**config.mk**
```make
export PLATFORM = sky130hd
export DESIGN_NAME = uart_rx_fifo_param
export DESIGN_NICKNAME = d
export VERILOG_FILES = /design/src/rtl/uart_rx_fifo_param.sv
export SDC_FILE = /design/constraint.sdc
export NUM_CORES = 1
export LEC_CHECK = 0
export ABC_CLOCK_PERIOD_IN_PS = 5700
export CORE_UTILIZATION = 35
export CTS_CLUSTER_DIAMETER = 40
export DETAILED_ROUTE_END_ITERATION = 7
export PLACE_DENSITY = 0.48
export SYNTH_ARGS = -nofsm -noshare
export SYNTH_HDL_FRONTEND = slang
export SYNTH_SLANG_ARGS = --single-unit
```
**constraint.sdc**
```tcl
create_clock -name clk -period 5.7 [get_ports clk]
set_clock_uncertainty 0.2 [all_clocks]
set_input_delay 1.71 -clock clk [delete_from_list [all_inputs] [get_ports clk]]
set_output_delay 1.71 -clock clk [all_outputs]
set_load 0.05 [all_outputs]
```
**src/rtl/uart_rx_fifo_param.sv**
```systemverilog
// UART receiver (5-8 data bits, optional parity, 1/2 stop bits) feeding a receive FIFO
// whose entries carry {data, parity error, framing error}. Break detection: UART_RX_BREAK_DETECT_EN.
module uart_rx_fifo_param #(
  parameter int OVERSAMPLE = 16,
  parameter int FIFO_DEPTH = 8,
  parameter int LVL_W      = 4
) (
  input  logic             clk,
  input  logic             reset_n,
  input  logic             baud_clock,
  input  logic [1:0]       data_len,
  input  logic             parity_en,
  input  logic             odd_n_even,
  input  logic             two_stop,
  input  logic             rx,
  input  logic             rd_en,
  input  logic             clear_status,
  output logic [7:0]       rx_data,
  output logic             rx_parity_err,
  output logic             rx_framing_err,
  output logic             rx_valid,
  output logic [LVL_W-1:0] fifo_level,
  output logic             overflow,
  output logic             break_det,
  output logic             rx_idle
);

  localparam int CW = $clog2(OVERSAMPLE);
  localparam int AW = $clog2(FIFO_DEPTH);

  typedef enum logic [2:0] {
    S_IDLE, S_START, S_DATA, S_PARITY, S_STOP1, S_STOP2
  } state_t;

  state_t        state, state_d;
  logic [2:0]    samp;
  logic          rxf;
  logic [CW-1:0] cnt;
  logic [2:0]    bit_idx;
  logic [7:0]    data_r;
  logic          armed;
  logic [1:0]    cfg_len;
  logic          cfg_par, cfg_odd, cfg_two;
  logic          perr_r, ferr_r;
  logic          mid_pt, half_pt, last_bit;
  logic          done, entry_ferr, frame_zero, wr_req;

  assign rxf      = (samp[0] & samp[1]) | (samp[0] & samp[2]) | (samp[1] & samp[2]);
  assign mid_pt   = (cnt == CW'(OVERSAMPLE - 1));
  assign half_pt  = (cnt == CW'(OVERSAMPLE / 2 - 1));
  assign last_bit = (bit_idx == ({1'b0, cfg_len} + 3'd4));

  always_comb begin
    state_d    = state;
    done       = 1'b0;
    entry_ferr = 1'b0;
    if (baud_clock) begin
      case (state)
        S_IDLE:   if (armed && !rxf) state_d = S_START;
        S_START:  if (half_pt) state_d = rxf ? S_IDLE : S_DATA;
        S_DATA:   if (mid_pt && last_bit) state_d = cfg_par ? S_PARITY : S_STOP1;
        S_PARITY: if (mid_pt) state_d = S_STOP1;
        S_STOP1: begin
          if (mid_pt) begin
            entry_ferr = ~rxf;
            if (cfg_two) begin
              state_d = S_STOP2;
            end else begin
              state_d = S_IDLE;
              done    = 1'b1;
            end
          end
        end
        S_STOP2: begin
          if (mid_pt) begin
            entry_ferr = ferr_r | ~rxf;
            state_d    = S_IDLE;
            done       = 1'b1;
          end
        end
        default: state_d = S_IDLE;
      endcase
    end
  end

  assign wr_req  = done & ~frame_zero;
  assign rx_idle = (state == S_IDLE);

  always_ff @(posedge clk) begin
    if (!reset_n) begin
      state   <= S_IDLE;
      samp    <= 3'b111;
      cnt     <= '0;
      bit_idx <= '0;
      data_r  <= '0;
      armed   <= 1'b0;
      cfg_len <= '0;
      cfg_par <= 1'b0;
      cfg_odd <= 1'b0;
      cfg_two <= 1'b0;
      perr_r  <= 1'b0;
      ferr_r  <= 1'b0;
    end else begin
      state <= state_d;
      if (baud_clock) begin
        samp <= {samp[1:0], rx};
        cnt  <= cnt + 1'b1;
        case (state)
          S_IDLE: begin
            cnt <= '0;
            if (rxf) armed <= 1'b1;
            // Configuration is frozen for the whole frame at its start edge.
            if (armed && !rxf) begin
              cfg_len <= data_len;
              cfg_par <= parity_en;
              cfg_odd <= odd_n_even;
              cfg_two <= two_stop;
              data_r  <= '0;
              bit_idx <= '0;
              perr_r  <= 1'b0;
              ferr_r  <= 1'b0;
            end
          end
          S_START: if (half_pt) cnt <= '0;
          S_DATA: begin
            if (mid_pt) begin
              cnt             <= '0;
              data_r[bit_idx] <= rxf;
              bit_idx         <= bit_idx + 3'd1;
            end
          end
          S_PARITY: begin
            if (mid_pt) begin
              cnt    <= '0;
              perr_r <= ((^data_r) ^ rxf) != cfg_odd;
            end
          end
          S_STOP1: begin
            if (mid_pt) begin
              cnt    <= '0;
              ferr_r <= ~rxf;
            end
          end
          S_STOP2: if (mid_pt) cnt <= '0;
          default: cnt <= '0;
        endcase
        // After a completed frame the line must be seen high before the next start.
        if (done) armed <= 1'b0;
      end
    end
  end

`ifdef UART_RX_BREAK_DETECT_EN
  logic par_bit, stop1_low;

  assign frame_zero = (data_r == 8'd0) && !(cfg_par && par_bit) && !rxf &&
                      ((state == S_STOP1) || stop1_low);

  always_ff @(posedge clk) begin
    if (!reset_n) begin
      par_bit   <= 1'b0;
      stop1_low <= 1'b0;
      break_det <= 1'b0;
    end else begin
      if (baud_clock && mid_pt && state == S_PARITY) par_bit <= rxf;
      if (baud_clock && mid_pt && state == S_STOP1) stop1_low <= ~rxf;
      if (done && frame_zero) break_det <= 1'b1;
      else if (clear_status) break_det <= 1'b0;
    end
  end
`else
  assign frame_zero = 1'b0;
  assign break_det  = 1'b0;
`endif

  // Read side: rx_valid means the head entry is presented; a one-clk rd_en pulse
  // pops it. rd_en while rx_valid=0 has no effect.
  logic [9:0]       mem [FIFO_DEPTH];
  logic [AW-1:0]    wr_ptr, rd_ptr;
  logic [LVL_W-1:0] count;
  logic             full, do_rd, do_wr;
  logic [9:0]       head;

  assign full  = (count == LVL_W'(FIFO_DEPTH));
  assign do_rd = rd_en && (count != '0);
  assign do_wr = wr_req && (!full || do_rd);
  assign head  = mem[rd_ptr];

  always_ff @(posedge clk) begin
    if (do_wr) mem[wr_ptr] <= {data_r, perr_r, entry_ferr};
  end

  always_ff @(posedge clk) begin
    if (!reset_n) begin
      wr_ptr   <= '0;
      rd_ptr   <= '0;
      count    <= '0;
      overflow <= 1'b0;
    end else begin
      if (do_wr) wr_ptr <= wr_ptr + 1'b1;
      if (do_rd) rd_ptr <= rd_ptr + 1'b1;
      case ({do_wr, do_rd})
        2'b10:   count <= count + 1'b1;
        2'b01:   count <= count - 1'b1;
        default: count <= count;
      endcase
      if (wr_req && !do_wr) overflow <= 1'b1;
      else if (clear_status) overflow <= 1'b0;
    end
  end

  assign rx_valid       = (count != '0);
  assign fifo_level     = count;
  assign rx_data        = rx_valid ? head[9:2] : 8'd0;
  assign rx_parity_err  = rx_valid & head[1];
  assign rx_framing_err = rx_valid & head[0];

endmodule

```
==> flow_summary.ini, run 1 <==
[routing]
via_count = 3283
post_drt_wl_per_cell_um = 16.6
remaining_drc_errors = 0
detailedRoute.firstIterationViolations = 186
antenna_left = 0
total_iterations_of_the_first_detailed_routing_run = 4
post_drt_via_cell_ratio = 5.15
postRouteWirelength_mm = 10.6

[synthesis]
yosysSeqAreaShare_pct = 60.0
syn-instance-count = 402
ys_async_sr_fraction_pct = 0
synthesized_area_per_cell_um2 = 13.5
postSynthRegisterBits = 123
largest_area_contributor_in_the_synthesized_netlist = sky130_fd_sc_hd__edfxtp_1
synth.net_count = 420
synth-edff-count = 80
synth_area_mm2 = 0.00544
netlist.area_leader.share_pct = 44.2
largest_cells_by_area_after_synthesis = sky130_fd_sc_hd__edfxtp_1, sky130_fd_sc_hd__dfxtp_1, sky130_fd_sc_hd__mux4_2
yosys_most_used_dff = sky130_fd_sc_hd__edfxtp_1
synth.yosys.warnings = 0
ys_types = 60

[hold_path]
hold_path_startpoint = samp[2]$_SDFFE_PN1P_
holdPathStages = 2
hold_path.class = flip-flop to flip-flop

[sta]
layout_worst_path_cycle_share_pct = 82.9
worstMarginPinSlew_ns = 1.02
fmax_mhz = 212
maxSlewViolCount = 0
fin_tns_setup_ns = 0
finalHoldViolCount = 0
endpoints_failing_setup = 0
grt_setup_unrepaired = false
relSlewSlack_pct = 31.7
timing.final.crit_period_ns = 4.73

[power_and_ir_drop]
powerDensity_mw_per_mm2 = 408
leakage_power_nw = 2.21
irDropWorstVdd_uv = 202

[clock_network]
clock_transition_time_at_the_flip_flop_clock_pins_of_the_worst_setup_and_hold_paths_ns = 0.05
insertion_delay_ns = 0.41
cts_post_setup_buffers_inserted = 0
hold_buffers = 0
cts_tree = built
numCtsBuffers = 17
clockRootBuffer = sky130_fd_sc_hd__clkbuf_16
tritoncts_num_sinks = 123
bufs_on_longest_clock_path = 2
post_cts_resize_count = 0
h-tree-depth = 4

[grt]
grt_start_max_net_pins = 31
grt_util_met3_pct = 3.80
grt_pass1_wl_mm = 17.7
met2_usage_pct = 23.1
via_count_of_the_first_global_routing_pass = 3359
grt_remaining_overflow = 0
grt_antenna_before_repair = 0
grtUsageMet1_pct = 19.1
busiest_layer = met2
grt_total_usage_pct = 14.7

[outcome]
status = finished, final reports clean

[worst_setup_path]
startpoint_type = flip-flop
crit_path_end_kind = output port
worstPathArrival_ns = 2.82
critical_path_required_ns = 3.79
critical_path.reg2reg.startpoint = state[2]$_SDFFE_PN0P_
ff2ff_path_depth = 8
path_max_fanout = 20
critical_path_class = flip-flop to output port

[floorplan]
fp-row-count = 45
chipHeight_um = 127
die_width_um = 127
top_level_ports = 29
initial_util_pct = 35.8
design.die.area_mm2 = 0.0160
coreArea_mm2 = 0.0152

[place]
io_buffer_count = 27
routabilityCongestion = 0.790
total_half_perimeter_wirelength_after_legalization_and_detailed_placement_mm = 7.07

[flow_run]
maxCapViolations = 0

[finish]
post-route-util_pct = 42.6
design.final.nets = 455
antennaDiodeCount = 0
n_fill_cell = 1420
drive_gt1_share_pct = 16.4
area_growth_pct = 19.2
leading_cell_types_in_the_layout_fill_and_taps_excluded = sky130_fd_sc_hd__edfxtp_1, sky130_fd_sc_hd__dfxtp_1, sky130_fd_sc_hd__nand2_1
layout.cells.most_common = sky130_fd_sc_hd__edfxtp_1
## sequential cells by signal (all words and copies together), names as in the netlist, named ones only
signal,cells
bit_idx,3
ferr_r,1
fifo_level,4
rd_ptr,3
state,3
cnt,4
cfg_par,1
samp,3
cfg_two,1
data_r,8
armed,1
perr_r,1
mem,80
cfg_odd,1
wr_ptr,3
overflow,1
cfg_len,2
## worst max-delay path, cell delays in order (launching register included)
cell                              delay, ns
sky130_fd_sc_hd__dfxtp_1               0.99
sky130_fd_sc_hd__mux4_2                0.41
sky130_fd_sc_hd__mux2i_1               0.08
sky130_fd_sc_hd__nor2_1                0.12
sky130_fd_sc_hd__clkdlybuf4s50_1       0.81
## kinds of logic (layout without fill, tap and decap cells)
logic type / after synthesis / count (layout) / synth area share [%]
other cells: 1 / 1 / 0.0690
compound gates: 54 / 54 / 8.01
xor+xnor: 16 / 16 / 2.58
flops: 123 / 123 / 60.0
fa+ha+maj: 8 / 8 / 1.96
mux: 42 / 42 / 12.3
buf+inv: 32 / 80 / 2.95
simple gates: 126 / 126 / 12.1
## layout make-up
class / instances / area, um2 / area share, %
clock buffers: 17 / 425 / 6.56
repair buffers: 37 / 345 / 5.33
flip-flops and latches: 123 / 3260 / 50.3
multi-input cells: 247 / 2020 / 31.2
well taps: 188 / 235 / 3.63
inverters: 11 / 41.3 / 0.637
clock inverters: 15 / 151 / 2.34
## synth_stat cells, types with 6 or more instances
library cell	number
sky130_fd_sc_hd__mux4_2	20
sky130_fd_sc_hd__xnor2_1	14
sky130_fd_sc_hd__edfxtp_1	80
sky130_fd_sc_hd__a21boi_0	7
sky130_fd_sc_hd__nor3_1	10
sky130_fd_sc_hd__nand2_1	30
sky130_fd_sc_hd__clkbuf_1	10
sky130_fd_sc_hd__nor2_1	27
sky130_fd_sc_hd__a21oi_1	9
sky130_fd_sc_hd__inv_1	11
sky130_fd_sc_hd__ha_1	6
sky130_fd_sc_hd__dfxtp_1	43
sky130_fd_sc_hd__nand2b_1	8
sky130_fd_sc_hd__a31oi_1	6
sky130_fd_sc_hd__nor2b_1	15
sky130_fd_sc_hd__mux2i_1	22
sky130_fd_sc_hd__a22oi_1	6
sky130_fd_sc_hd__nand3_1	11
## metal layers
layer / vias to the layer above / wire length, um
met1: 1639 / 5060
met2: 55 / 5030
met4: 0 / 114
met3: 10 / 352
met5: - / 0
li1: 1579 / -
## where the power goes
part / switching (mW) / internal, mW / leakage [nW]
sequential: 0.0426 / 0.962 / 1.14
combinational: 0.374 / 0.240 / 0.798
clock: 0.387 / 0.640 / 0.267
total: 0.804 / 1.84 / 2.21
## stage by stage
step | total power, mW | hold slack, ns | setup WS [ns] | cell area, um2 | std cells
4_1_cts | 2.69 | 0.294 | 0.903 | 6480 | 638
5_1_grt | 2.78 | 0.337 | 0.802 | 6480 | 638
3_5_place_dp | 1.65 | 0.279 | 1.06 | 5900 | 606
2_1_floorplan | 1.46 | 0.251 | 1.72 | 5440 | 402
6_report | 2.65 | 0.287 | 0.972 | 6480 | 638
3_3_place_gp | 1.65 | 0.267 | 1.11 | 5900 | 606
## path summary, 6_finish.rpt
path	to	slack (ns)
min reg2reg	samp[2]$_SDFFE_PN1P_	0.29
min	samp[2]$_SDFFE_PN1P_	0.29
max reg2reg	fifo_level[3]$_SDFFE_PN0P_	2.82
max	rx_data[4]	0.97
No activity file was read; power rests on OpenSTA's default activity.
==> run 2, diff against run 1 <==
ABC_CLOCK_PERIOD_IN_PS = 4100   (was 5700)
PLACE_DENSITY = 0.5   (was 0.48)
clock period = 4.1 ns   (was 5.7 ns; I/O delays follow)
==> flow_summary.ini, run 2 (synthesized netlist as in run 1, its figures left out) <==
[worst_setup_path]
critPathTopFamily = buffers and inverters
worstPathArrival_ns = 2.13
number_of_buffer_and_inverter_stages_on_the_critical_path = 1
critical_path.max_stage_delay_ns = 0.90
r2r_setup_slack_ns = 1.45
path_max_fanout = 10
startpoint_type = flip-flop
regToRegEndpoint = fifo_level[3]$_SDFFE_PN0P_
crit_path_cell_trace = nor3_1 -> clkdlybuf4s50_1
cp_num_cells = 2
worstSetupEndpoint = rx_idle
critical_path.slowest_cell = sky130_fd_sc_hd__clkdlybuf4s50_1
cp_launch_point = state[0]$_SDFFE_PN0P_
ff2ff_path_depth = 9
critical_path.reg2reg.startpoint = cnt[0]$_SDFFE_PN0P_
critical_path_required_ns = 2.67
critical_path_class = flip-flop to output port
crit_path_end_kind = output port

[finish]
regMostFlops = mem
post-route-util_pct = 43.0
stdcell_count = 647
layout.cells.most_common = sky130_fd_sc_hd__edfxtp_1
area_growth_pct = 20.3
design.final.nets = 464
drive_gt1_share_pct = 19.0
antennaDiodeCount = 0
top_regs = mem (80), data_r (8)
leading_cell_types_in_the_layout_fill_and_taps_excluded = sky130_fd_sc_hd__edfxtp_1, sky130_fd_sc_hd__dfxtp_1, sky130_fd_sc_hd__nand2_1
n_fill_cell = 1449
largest_register_ff_count = 80

[power_and_ir_drop]
p_sw_mw = 1.09
design_power_total_mw = 3.74
power_report.internal_total_mw = 2.65
powerDensity_mw_per_mm2 = 572
leakage_power_nw = 2.29
fraction_of_power_consumed_by_combinational_cells_pct = 23.2
switching_share_pct = 29.2
irDropWorstVdd_uv = 246
share_clk_of_total_power_pct = 39.8
seq_power_share_pct = 37.0

[place]
total_half_perimeter_wirelength_after_legalization_and_detailed_placement_mm = 7.74
io_buffer_count = 27
dpl_worst_slack_ns = 0.364
routabilityCongestion = 0.732
dp_cells = 615

[floorplan]
fp-row-count = 45
top_level_ports = 29
coreArea_mm2 = 0.0152
die_width_um = 127
design.die.area_mm2 = 0.0160
chipHeight_um = 127
initial_util_pct = 35.8

[grt]
grt_remaining_overflow = 0
grt_pass1_wl_mm = 18.6
via_count_of_the_first_global_routing_pass = 3343
grt_start_max_net_pins = 24
grt_antenna_before_repair = 0
grt_total_usage_pct = 15.7

[routing]
detailedRoute.firstIterationViolations = 218
total_iterations_of_the_first_detailed_routing_run = 4
via_count = 3340
antenna_left = 0
post_drt_wl_per_cell_um = 17.6
remaining_drc_errors = 0
postRouteWirelength_mm = 11.4
post_drt_via_cell_ratio = 5.16

[clock_network]
cts_tree = built
numCtsBuffers = 17
insertion_delay_ns = 0.41
clockRootBuffer = sky130_fd_sc_hd__clkbuf_16
h-tree-depth = 4
cts_post_setup_buffers_inserted = 0
bufs_on_longest_clock_path = 2
hold_buffers = 0
tritoncts_num_sinks = 123
post_cts_resize_count = 0
clock_transition_time_at_the_flip_flop_clock_pins_of_the_worst_setup_and_hold_paths_ns = 0.05

[hold_path]
hold_path.class = flip-flop to flip-flop

[sta]
layout_worst_path_cycle_share_pct = 86.7
worstMarginPinSlew_ns = 0.677
grt_setup_unrepaired = false
finalHoldViolCount = 0
endpoints_failing_setup = 0
timing.final.crit_period_ns = 3.56
fmax_mhz = 281
final.setup.worst_slack_ns = 0.545
relSlewSlack_pct = 54.8
maxSlewViolCount = 0
fin_tns_setup_ns = 0

[flow_run]
maxCapViolations = 0

[outcome]
status = finished, final reports clean
==> run 2: tightest hold or removal path: stages (launching register included) <==
cell and delay, ns:
sky130_fd_sc_hd__dfxtp_1 0.33, sky130_fd_sc_hd__mux2i_1 0.07, sky130_fd_sc_hd__nand2_1 0.06
==> run 2: worst min-delay path by stage <==
stage                               startpoint                    to  slack, ns  depth (start not counted)
after global routing       ferr_r$_SDFFE_PN0P_   ferr_r$_SDFFE_PN0P_       0.32                          2
final                     samp[2]$_SDFFE_PN1P_  samp[2]$_SDFFE_PN1P_       0.28                          2
after floorplan           samp[2]$_SDFFE_PN1P_  samp[2]$_SDFFE_PN1P_       0.25                          2
after CTS                 samp[2]$_SDFFE_PN1P_  samp[2]$_SDFFE_PN1P_       0.29                          2
after global placement    samp[2]$_SDFFE_PN1P_  samp[2]$_SDFFE_PN1P_       0.26                          2
after detailed placement  samp[2]$_SDFFE_PN1P_  samp[2]$_SDFFE_PN1P_       0.28                          2
==> run 2: final cells by class <==
class / count / area (um2) / area share, %
clock buffers: 24 / 472 / 7.21
clock inverters: 8 / 120 / 1.84
inverters: 11 / 41.3 / 0.631
multi-input cells: 247 / 2020 / 30.9
flip-flops and latches: 123 / 3260 / 49.9
well taps: 188 / 235 / 3.60
repair buffers: 46 / 388 / 5.93
==> run 2: power by group through the flow <==
stage	clock, mW	sequential, mW	combinational (mW)
2_1_floorplan	0	1.45	0.572
4_1_cts	1.52	1.38	0.886
3_5_place_dp	0	1.41	0.879
3_3_place_gp	0	1.41	0.876
6_report	1.49	1.38	0.867
5_1_grt	1.58	1.39	0.936
==> run 2: layer usage <==
metal	vias to the layer above	global-route usage [%]	share of wire [%]
met4	0	5.32	0.89
li1	1596	-	-
met1	1682	20.2	47
met5	-	0	0
met2	50	25.7	50
met3	12	4.34	2.8
==> run 2: metrics by stage <==
| step | hold WS (ns) | area (um2) |
|---|---|---|
| floorplan | 0.251 | 5440 |
| global placement | 0.262 | 5950 |
| detailed placement | 0.275 | 5950 |
| CTS | 0.290 | 6540 |
| global route | 0.321 | 6540 |
| finish | 0.283 | 6540 |
==> run 3, diff against run 2 <==
MAX_ROUTING_LAYER = met4   (was unset)
RECOVER_POWER = 25   (was unset)
==> flow_summary.ini, run 3 (synthesized netlist as in run 1, its figures left out) <==
[clock_network]
h-tree-depth = 4
clock_transition_time_at_the_flip_flop_clock_pins_of_the_worst_setup_and_hold_paths_ns = 0.05
insertion_delay_ns = 0.40
post_cts_resize_count = 0
cts_tree = built
clockRootBuffer = sky130_fd_sc_hd__clkbuf_16
hold_buffers = 0
numCtsBuffers = 17
cts_post_setup_buffers_inserted = 0
tritoncts_num_sinks = 123
bufs_on_longest_clock_path = 2

[sta]
fmax_mhz = 282
maxSlewViolCount = 0
fin_tns_setup_ns = 0
finalHoldViolCount = 0
timing.final.crit_period_ns = 3.55
relSlewSlack_pct = 54.1
endpoints_failing_setup = 0
grt_setup_unrepaired = false
layout_worst_path_cycle_share_pct = 86.6
worstMarginPinSlew_ns = 0.683

[worst_setup_path]
startpoint_type = flip-flop
critical_path_class = flip-flop to output port
critical_path_required_ns = 2.67
crit_path_end_kind = output port
path_max_fanout = 10
worstPathArrival_ns = 2.12

[floorplan]
coreArea_mm2 = 0.0152
top_level_ports = 29
die_width_um = 127
chipHeight_um = 127
initial_util_pct = 35.8
design.die.area_mm2 = 0.0160
fp-row-count = 45

[routing]
maxUsedRoutingLayer = met4
antenna_left = 0
total_iterations_of_the_first_detailed_routing_run = 4
detailedRoute.firstIterationViolations = 228
met3RoutedLength_um = 324
met1_length_mm = 5.30
routed-wl-met2_mm = 5.66
post_drt_wl_per_cell_um = 17.6
via_count = 3324
remaining_drc_errors = 0
post_drt_via_cell_ratio = 5.14
postRouteWirelength_mm = 11.4

[grt]
grt_pass1_wl_mm = 18.6
grt_total_usage_pct = 16.3
grt_start_max_net_pins = 24
grt_antenna_before_repair = 0
via_count_of_the_first_global_routing_pass = 3328
grt_remaining_overflow = 0

[power_and_ir_drop]
irDropWorstVdd_uv = 244
design_power_total_mw = 3.74
share_clk_of_total_power_pct = 39.8
switching_share_pct = 29.1
powerDensity_mw_per_mm2 = 572
leakage_power_nw = 2.29
power_report.internal_total_mw = 2.65
fraction_of_power_consumed_by_combinational_cells_pct = 23.2
p_sw_mw = 1.09
seq_power_share_pct = 37.0

[outcome]
status = finished, final reports clean

[finish]
largest_register_ff_count = 80
leading_cell_types_in_the_layout_fill_and_taps_excluded = sky130_fd_sc_hd__edfxtp_1, sky130_fd_sc_hd__dfxtp_1, sky130_fd_sc_hd__nand2_1
design.final.nets = 464
drive_gt1_share_pct = 19.0
regMostFlops = mem
top_regs = mem (80), data_r (8)
antennaDiodeCount = 0
n_fill_cell = 1449
layout.cells.most_common = sky130_fd_sc_hd__edfxtp_1
area_growth_pct = 20.3

[hold_path]
hold_path.class = flip-flop to flip-flop

[place]
total_half_perimeter_wirelength_after_legalization_and_detailed_placement_mm = 7.74
routabilityCongestion = 0.741
io_buffer_count = 27

[flow_run]
maxCapViolations = 0
run 3: through the flow:
step	hold WS [ns]	cells	utilization (%)	setup slack [ns]	area, um2
final	0.283	647	43.0	0.548	6540
after global routing	0.321	647	43.0	0.393	6540
after CTS	0.290	647	43.0	0.516	6540
after detailed placement	0.275	615	39.1	0.364	5950
after global placement	0.262	615	39.1	0.435	5950
after floorplan	0.251	402	-	0.596	5440
run 3: final cells by class:
| class | instances | area (um2) | share of cell area (%) |
|---|---|---|---|
| sequential | 123 | 3260 | 49.9 |
| multi-input combinational | 247 | 2020 | 30.9 |
| clock buffer | 24 | 472 | 7.21 |
| timing repair buffer | 46 | 388 | 5.93 |
| tap | 188 | 235 | 3.60 |
| clock inverter | 8 | 120 | 1.84 |
| inverter | 11 | 41.3 | 0.631 |
run 3: path summary, 6_finish.rpt:
check / startpoint / endpoint / slack (ns) / depth (start not counted)
worst min-delay path: samp[2]$_SDFFE_PN1P_ / samp[2]$_SDFFE_PN1P_ / 0.28 / 2
worst max register to register: cnt[0]$_SDFFE_PN0P_ / fifo_level[3]$_SDFFE_PN0P_ / 1.45 / 9
worst min register to register: samp[2]$_SDFFE_PN1P_ / samp[2]$_SDFFE_PN1P_ / 0.28 / 2
worst max-delay path: state[0]$_SDFFE_PN0P_ / rx_idle / 0.55 / 2
run 3: power groups by stage:
stage                     combinational, mW  sequential, mW  clock [mW]
after floorplan                       0.572            1.45           0
after global placement                0.876            1.41           0
after detailed placement              0.879            1.41           0
after CTS                             0.886            1.38        1.52
after global routing                  0.937            1.39        1.58
final                                 0.867            1.38        1.49
run 3: per-layer routing:
metal / GRT usage (%) / vias to the layer above
li1: - / 1598
met1: 20.2 / 1673
met2: 25.7 / 45
met3: 4.60 / 8
met4: 5.10 / 0
met5: - / -
run 3: critical path, cell delays in order, from the launching register on:
cell and delay [ns]:
sky130_fd_sc_hd__dfxtp_1 0.40, sky130_fd_sc_hd__nor3_1 0.42, sky130_fd_sc_hd__clkdlybuf4s50_1 0.90
